File: config.mk
export PLATFORM = sky130hd
export DESIGN_NAME = ps2_key_ctrl_flat
export DESIGN_NICKNAME = d
export VERILOG_FILES = /design/src/rtl/ps2_key_ctrl_pkg.sv /design/src/rtl/ps2_key_ctrl_if.sv /design/src/rtl/ps2_key_ctrl_ascii_lut.sv /design/src/rtl/ps2_key_ctrl.sv /design/src/flat_wrapper.sv
export SDC_FILE = /design/constraint.sdc
export NUM_CORES = 1
export LEC_CHECK = 0
export CORE_MARGIN = 8
export CORE_UTILIZATION = 45
export DETAILED_ROUTE_END_ITERATION = 8
export MAX_ROUTING_LAYER = met4
export PLACE_DENSITY = 0.76
export SKIP_CTS_REPAIR_TIMING = 1
export SLEW_MARGIN = 10
export SYNTH_ARGS = -nofsm -noshare
export SYNTH_HDL_FRONTEND = slang
export SYNTH_HIERARCHICAL = 1
export SYNTH_SLANG_ARGS = --single-unit
File: constraint.sdc
create_clock -name clk -period 2.2 [get_ports clk]
set_input_delay 0.22 -clock clk [delete_from_list [all_inputs] [get_ports clk]]
set_output_delay 0.22 -clock clk [all_outputs]
set_load 0.05 [all_outputs]
File: src/rtl/ps2_key_ctrl_pkg.sv
// Shared types and scan-code constants for the PS/2 key sequencing controller.
package ps2_key_ctrl_pkg;

    typedef enum logic [1:0] {
        S_IDLE   = 2'd0,
        S_POP    = 2'd1,
        S_DECODE = 2'd2
    } state_e;

    localparam logic [7:0] SC_EXT    = 8'hE0;
    localparam logic [7:0] SC_BRK    = 8'hF0;
    localparam logic [7:0] SC_LSHIFT = 8'h12;
    localparam logic [7:0] SC_RSHIFT = 8'h59;

    // One decoded key event as presented on the output registers.
    typedef struct packed {
        logic [7:0] code;
        logic       ext;
        logic       rel;
        logic [7:0] ascii;
    } key_evt_t;

endpackage

File: src/rtl/ps2_key_ctrl_if.sv
// Receiver FIFO handshake: the receiver is the master, the key controller the slave.
interface ps2_key_ctrl_if;

    logic [7:0] kbd_data;
    logic       kbd_ready;
    logic       kbd_overflow;
    logic       kbd_nextdata_n;

    modport master (
        output kbd_data,
        output kbd_ready,
        output kbd_overflow,
        input  kbd_nextdata_n
    );

    modport slave (
        input  kbd_data,
        input  kbd_ready,
        input  kbd_overflow,
        output kbd_nextdata_n
    );

endinterface

File: src/rtl/ps2_key_ctrl_ascii_lut.sv
// Set-2 scan code to ASCII lookup (module ps2_ascii_lut); only built when PS2_ASCII_EN is defined.
`ifdef PS2_ASCII_EN
module ps2_ascii_lut (
    input  logic [7:0] scan,
    input  logic       shift,
    output logic [7:0] ascii
);

    logic [7:0] lower;

    always_comb begin
        lower = 8'h00;
        case (scan)
            8'h1C: lower = 8'h61;
            8'h32: lower = 8'h62;
            8'h21: lower = 8'h63;
            8'h23: lower = 8'h64;
            8'h24: lower = 8'h65;
            8'h2B: lower = 8'h66;
            8'h34: lower = 8'h67;
            8'h33: lower = 8'h68;
            8'h43: lower = 8'h69;
            8'h3B: lower = 8'h6A;
            8'h42: lower = 8'h6B;
            8'h4B: lower = 8'h6C;
            8'h3A: lower = 8'h6D;
            8'h31: lower = 8'h6E;
            8'h44: lower = 8'h6F;
            8'h4D: lower = 8'h70;
            8'h15: lower = 8'h71;
            8'h2D: lower = 8'h72;
            8'h1B: lower = 8'h73;
            8'h2C: lower = 8'h74;
            8'h3C: lower = 8'h75;
            8'h2A: lower = 8'h76;
            8'h1D: lower = 8'h77;
            8'h22: lower = 8'h78;
            8'h35: lower = 8'h79;
            8'h1A: lower = 8'h7A;
            8'h45: lower = 8'h30;
            8'h16: lower = 8'h31;
            8'h1E: lower = 8'h32;
            8'h26: lower = 8'h33;
            8'h25: lower = 8'h34;
            8'h2E: lower = 8'h35;
            8'h36: lower = 8'h36;
            8'h3D: lower = 8'h37;
            8'h3E: lower = 8'h38;
            8'h46: lower = 8'h39;
            default: lower = 8'h00;
        endcase
        // Shift only affects letters; digits keep their unshifted glyph.
        ascii = lower;
        if (shift && lower >= 8'h61 && lower <= 8'h7A)
            ascii = lower - 8'h20;
    end

endmodule
`endif

File: src/rtl/ps2_key_ctrl.sv
// Drains the PS/2 receiver FIFO, folds E0/F0 prefixes into key events and tracks held key,
// press count and overflow. ASCII translation is built only when PS2_ASCII_EN is defined.
module ps2_key_ctrl
    import ps2_key_ctrl_pkg::*;
#(
    parameter int CNT_W = 8
) (
    input  logic             clk,
    input  logic             clrn,
    ps2_key_ctrl_if.slave    kbd,
    output logic             key_valid,
    output logic [7:0]       key_code,
    output logic             key_ext,
    output logic             key_release,
    output logic [7:0]       key_ascii,
    output logic             key_held,
    output logic [8:0]       held_code,
    output logic [CNT_W-1:0] press_count,
    output logic             err
);

    state_e           state_q, state_d;
    logic [7:0]       code_q, code_d;
    logic             ext_f_q, ext_f_d;
    logic             brk_f_q, brk_f_d;
    key_evt_t         evt_q, evt_d;
    logic             valid_q, valid_d;
    logic             held_q, held_d;
    logic [8:0]       held_code_q, held_code_d;
    logic [CNT_W-1:0] cnt_q, cnt_d;
    logic             err_q, err_d;
    logic [7:0]       ascii_w;
    logic [8:0]       key_id;
    logic             held_match;

    assign key_id     = {ext_f_q, code_q};
    assign held_match = held_q && (key_id == held_code_q);

`ifdef PS2_ASCII_EN
    logic       shift_q, shift_d;
    logic [7:0] lut_ascii;

    ps2_ascii_lut u_ascii_lut (
        .scan  (code_q),
        .shift (shift_q),
        .ascii (lut_ascii)
    );

    assign ascii_w = ext_f_q ? 8'h00 : lut_ascii;

    always_comb begin
        shift_d = shift_q;
        if (state_q == S_DECODE && (code_q == SC_LSHIFT || code_q == SC_RSHIFT))
            shift_d = !brk_f_q;
    end

    always_ff @(posedge clk) begin
        if (clrn) shift_q <= 1'b0;
        else      shift_q <= shift_d;
    end
`else
    assign ascii_w = 8'h00;
`endif

    always_comb begin
        state_d     = state_q;
        code_d      = code_q;
        ext_f_d     = ext_f_q;
        brk_f_d     = brk_f_q;
        evt_d       = evt_q;
        valid_d     = 1'b0;
        held_d      = held_q;
        held_code_d = held_code_q;
        cnt_d       = cnt_q;
        err_d       = err_q | kbd.kbd_overflow;

        case (state_q)
            S_IDLE: begin
                if (kbd.kbd_ready) begin
                    code_d  = kbd.kbd_data;
                    state_d = S_POP;
                end
            end
            S_POP: state_d = S_DECODE;
            S_DECODE: begin
                state_d = S_IDLE;
                if (code_q == SC_EXT) begin
                    ext_f_d = 1'b1;
                end else if (code_q == SC_BRK) begin
                    brk_f_d = 1'b1;
                end else begin
                    valid_d    = 1'b1;
                    evt_d.code  = code_q;
                    evt_d.ext   = ext_f_q;
                    evt_d.rel   = brk_f_q;
                    evt_d.ascii = ascii_w;
                    ext_f_d    = 1'b0;
                    brk_f_d    = 1'b0;
                    // A make of the already-held key is typematic repeat: event only.
                    if (!brk_f_q) begin
                        if (!held_match) begin
                            cnt_d       = cnt_q + CNT_W'(1);
                            held_code_d = key_id;
                            held_d      = 1'b1;
                        end
                    end else if (held_match) begin
                        held_d = 1'b0;
                    end
                end
            end
            default: state_d = S_IDLE;
        endcase
    end

    always_ff @(posedge clk) begin
        if (clrn) begin
            state_q     <= S_IDLE;
            code_q      <= 8'h00;
            ext_f_q     <= 1'b0;
            brk_f_q     <= 1'b0;
            evt_q       <= '0;
            valid_q     <= 1'b0;
            held_q      <= 1'b0;
            held_code_q <= 9'h000;
            cnt_q       <= '0;
            err_q       <= 1'b0;
        end else begin
            state_q     <= state_d;
            code_q      <= code_d;
            ext_f_q     <= ext_f_d;
            brk_f_q     <= brk_f_d;
            evt_q       <= evt_d;
            valid_q     <= valid_d;
            held_q      <= held_d;
            held_code_q <= held_code_d;
            cnt_q       <= cnt_d;
            err_q       <= err_d;
        end
    end

    assign kbd.kbd_nextdata_n = (state_q != S_POP);
    assign key_valid          = valid_q;
    assign key_code           = evt_q.code;
    assign key_ext            = evt_q.ext;
    assign key_release        = evt_q.rel;
    assign key_ascii          = evt_q.ascii;
    assign key_held           = held_q;
    assign held_code          = held_code_q;
    assign press_count        = cnt_q;
    assign err                = err_q;

endmodule

File: src/flat_wrapper.sv
// flat-port wrapper written by rule: the top's interface ports become plain ports
module ps2_key_ctrl_flat import ps2_key_ctrl_pkg::*;
#(
    parameter int CNT_W = 8
)
  (clk, clrn, key_valid, key_code, key_ext, key_release, key_ascii, key_held, held_code, press_count, err, kbd_kbd_data, kbd_kbd_ready, kbd_kbd_overflow, kbd_kbd_nextdata_n);
  ps2_key_ctrl_if kbd_i ();
  input  logic clk;
  input  logic clrn;
  output logic key_valid;
  output logic [7:0] key_code;
  output logic key_ext;
  output logic key_release;
  output logic [7:0] key_ascii;
  output logic key_held;
  output logic [8:0] held_code;
  output logic [CNT_W-1:0] press_count;
  output logic err;
  input wire logic [$bits(kbd_i.kbd_data)-1:0] kbd_kbd_data;
  input wire logic [$bits(kbd_i.kbd_ready)-1:0] kbd_kbd_ready;
  input wire logic [$bits(kbd_i.kbd_overflow)-1:0] kbd_kbd_overflow;
  output wire logic [$bits(kbd_i.kbd_nextdata_n)-1:0] kbd_kbd_nextdata_n;
  assign kbd_i.kbd_data = kbd_kbd_data;
  assign kbd_i.kbd_ready = kbd_kbd_ready;
  assign kbd_i.kbd_overflow = kbd_kbd_overflow;
  assign kbd_kbd_nextdata_n = kbd_i.kbd_nextdata_n;
  ps2_key_ctrl #(.CNT_W(CNT_W)) u_core (.clk(clk), .clrn(clrn), .kbd(kbd_i), .key_valid(key_valid), .key_code(key_code), .key_ext(key_ext), .key_release(key_release), .key_ascii(key_ascii), .key_held(key_held), .held_code(held_code), .press_count(press_count), .err(err));
endmodule
==> flow_metrics.tcl <==
set metrics [dict create \
    outcome "finished, final reports clean" \
    vias_per_cell 4.955 \
    cts.sinks 42 \
    die_area_um2 6152 \
    worst_slew_pin_slew_ps 1029 \
    regToRegStartpoint "u_core/code_q[4]$_SDFFE_PP0P_" \
    cp.arrival_ps 2230 \
    cp-start-kind "flop" \
    report.final.slew_viol_count 0 \
    endpoint_kind "flop" \
    utilization 0.6337 \
    holdPathEnd "u_core/key_release$_SDFFE_PP0P_" \
    regToRegSetupSlack_ps 150 \
    grt_start_max_net_pins 43 \
    leakage_nw 0.8965 \
    layout.nets 256 \
    fp.dieW_um 78.44 \
    finalHoldViolCount 0 \
    root_buffer "clkbuf_8" \
    grt_overflow 0 \
    grt_pass1_vias 1414 \
    synth_ff_type "dfxtp_1" \
    synth.area.top_cells "dfxtp_1 48%, mux2i_1 10%, nor2_1 6.0%, a21oi_1 4.9%, nand2_1 4.5%" \
    slew_headroom 0.3143 \
    startpoint "u_core/code_q[4]$_SDFFE_PP0P_" \
    rows 22 \
    ios 51 \
    synth_top_area_frac 0.4793 \
    die_h_um 78.44 \
    antenna_found_initial 0 \
    period_share 0.9328 \
    clkTransAtPathRegs_ps 80 \
    ys_seq_area_frac 0.4793 \
    path_class "reg -> reg" \
    max_freq_mhz 487.3 \
    syn_inst 193 \
    cts_buffers 5 \
    crit_chain "xor2_1 > nor4_1 > nand4_1 > ha_1 > nand3b_1 > a21oi_2 > buf_4 > mux2i_1 > nor2_1" \
    setup_violations 0 \
    port_buffers 42 \
    worstPathRequired_ps 2380 \
    synthArstFlopShare 0 \
    start_util 0.4721 \
    max_stage_delay_ps 450 \
    path_max_fanout 6 \
    hpwl_mm 2.931 \
    avgRoutedWirePerCell_um 13.96 \
    min_path_type "reg -> reg" \
    grt_pass1_wl_mm 6.637 \
    ys_ff_latch 42 \
    worst_slack_ps 147.9 \
    h-tree-depth 2 \
    drt-initial-drc-count 106 \
    gr-usage-all-layers 0.1377 \
    synthDistinctLibCells 32 \
    finClkSkew_ps 9.186 \
    min_path_cells 2 \
    instances_no_fill 291 \
    area_delta_synth_final_pct 34.24 \
    min_from "u_core/key_release$_SDFFE_PP0P_" \
    core_um2 3716 \
    worstRegToRegCells 9 \
    cts_tree "built" \
    synth-edff-count 0 \
    cts.path.max_buffers 2 \
    cp_slowest_cell "dfxtp_1" \
    placed_cells 283 \
    tns_ps 0 \
    routabilityCongestion 0.8359 \
    cellPowerDensity_nw_per_um2 684.3 \
    ir_worst_vdd_uv 430.9 \
    synth_warnings 6 \
    reg2reg_to "u_core/held_code[5]$_SDFFE_PP0P_" \
    drc 0 \
    period_needed_ps 2052 \
    syn-cell-area_um2 1754 \
    syn_area_per_cell_um2 9.089 \
    holdWs_ps 454.3 \
    cap_violations 0 \
    vias 1442 \
    layout-drive-gt1-share 0.08642 \
    insertion_delay_ps 300 \
    antenna_left 0 \
    layout_common_cells "42 x clkdlybuf4s50_1, 42 x dfxtp_1, 28 x nor2_1" \
    first_pass_iters 4 \
    drt_wl_total_mm 4.061 \
    place_ws_ps 44.26 \
    synth_top_area_cell "dfxtp_1" \
    diodes 0 \
]
registers in the layout, indices dropped and copies added, names as in the netlist:
name and flops:
u_core/held_code 9, u_core/code_q 8, u_core/key_code 8, u_core/press_count 8, u_core/state_q 2, u_core/brk_f_q 1
u_core/err 1, u_core/ext_f_q 1, u_core/key_ext 1, u_core/key_held 1, u_core/key_release 1, u_core/key_valid 1
stage by stage:
step,cell area (um^2),power [mW]
detailed placement,2236,1.022
global route,2355,1.675
CTS,2346,1.619
floorplan,1780,0.9607
finish,2355,1.611
global placement,2236,1.020
critical path, delay by kind of cell, from the launching register on:
kind	cells	cell delay (ps)
fa+ha+maj	1	210
xor+xnor	1	200
compound gates	1	290
mux	1	200
simple gates	4	380
buf+inv	1	220
flops	1	450
Yosys cell counts, types with 2 or more instances:
| library cell | count |
|---|---|
| ha_1 | 2 |
| xor2_1 | 8 |
| mux2i_1 | 18 |
| nor3_1 | 4 |
| a21oi_1 | 17 |
| nand4_1 | 3 |
| xnor2_1 | 5 |
| nand2_1 | 21 |
| dfxtp_1 | 42 |
| nor4_1 | 2 |
| nor2_1 | 28 |
| nand2b_1 | 2 |
| nand3b_1 | 2 |
| buf_4 | 8 |
| o21ai_0 | 2 |
| or3_1 | 2 |
| nand3_1 | 2 |
| clkbuf_1 | 6 |
| inv_1 | 4 |
| buf_2 | 2 |
| a211oi_1 | 2 |
routing by layer:
layer	global-route usage	vias to the layer above	share of wire
li1	-	727	-
met1	0.1582	675	0.46
met2	0.2129	35	0.47
met3	0.05239	5	0.054
met4	0.05185	0	0.013
met5	-	-	0
final cells by class:
type / count / area (um^2)
clock inverter: 2 / 37.54
inverter: 4 / 15.01
multi-input combinational: 136 / 825.8
tap: 48 / 60.06
timing repair buffer: 53 / 503.0
fill: 335 / 1361
sequential: 42 / 840.8
clock buffer: 6 / 72.57
worst max-delay path by stage:
stage	end	slack (ps)	depth (start not counted)
floorplan	u_core/held_code[0]$_SDFFE_PP0P_	60	9
global placement	u_core/held_code[3]$_SDFFE_PP0P_	110	9
detailed placement	u_core/held_code[6]$_SDFFE_PP0P_	40	9
CTS	u_core/held_code[0]$_SDFFE_PP0P_	10	9
global route	u_core/held_code[0]$_SDFFE_PP0P_	-3	9
finish	u_core/held_code[5]$_SDFFE_PP0P_	150	9
where the power goes:
| group | internal, mW | leakage (nW) | total [mW] | switching, mW |
|---|---|---|---|---|
| sequential | 0.780 | 0.341 | 0.796 | 0.0167 |
| combinational | 0.0795 | 0.504 | 0.211 | 0.132 |
| clock | 0.338 | 0.0514 | 0.604 | 0.265 |
| total | 1.20 | 0.896 | 1.61 | 0.414 |
kinds of logic after synthesis:
group,share of synthesized area
fa+ha+maj,0.01426
xor+xnor,0.06491
other cells,0.002138
flops,0.4793
compound gates,0.08630
buf+inv,0.06990
simple gates,0.1805
mux,0.1027
No activity file was read; power rests on OpenSTA's default activity.
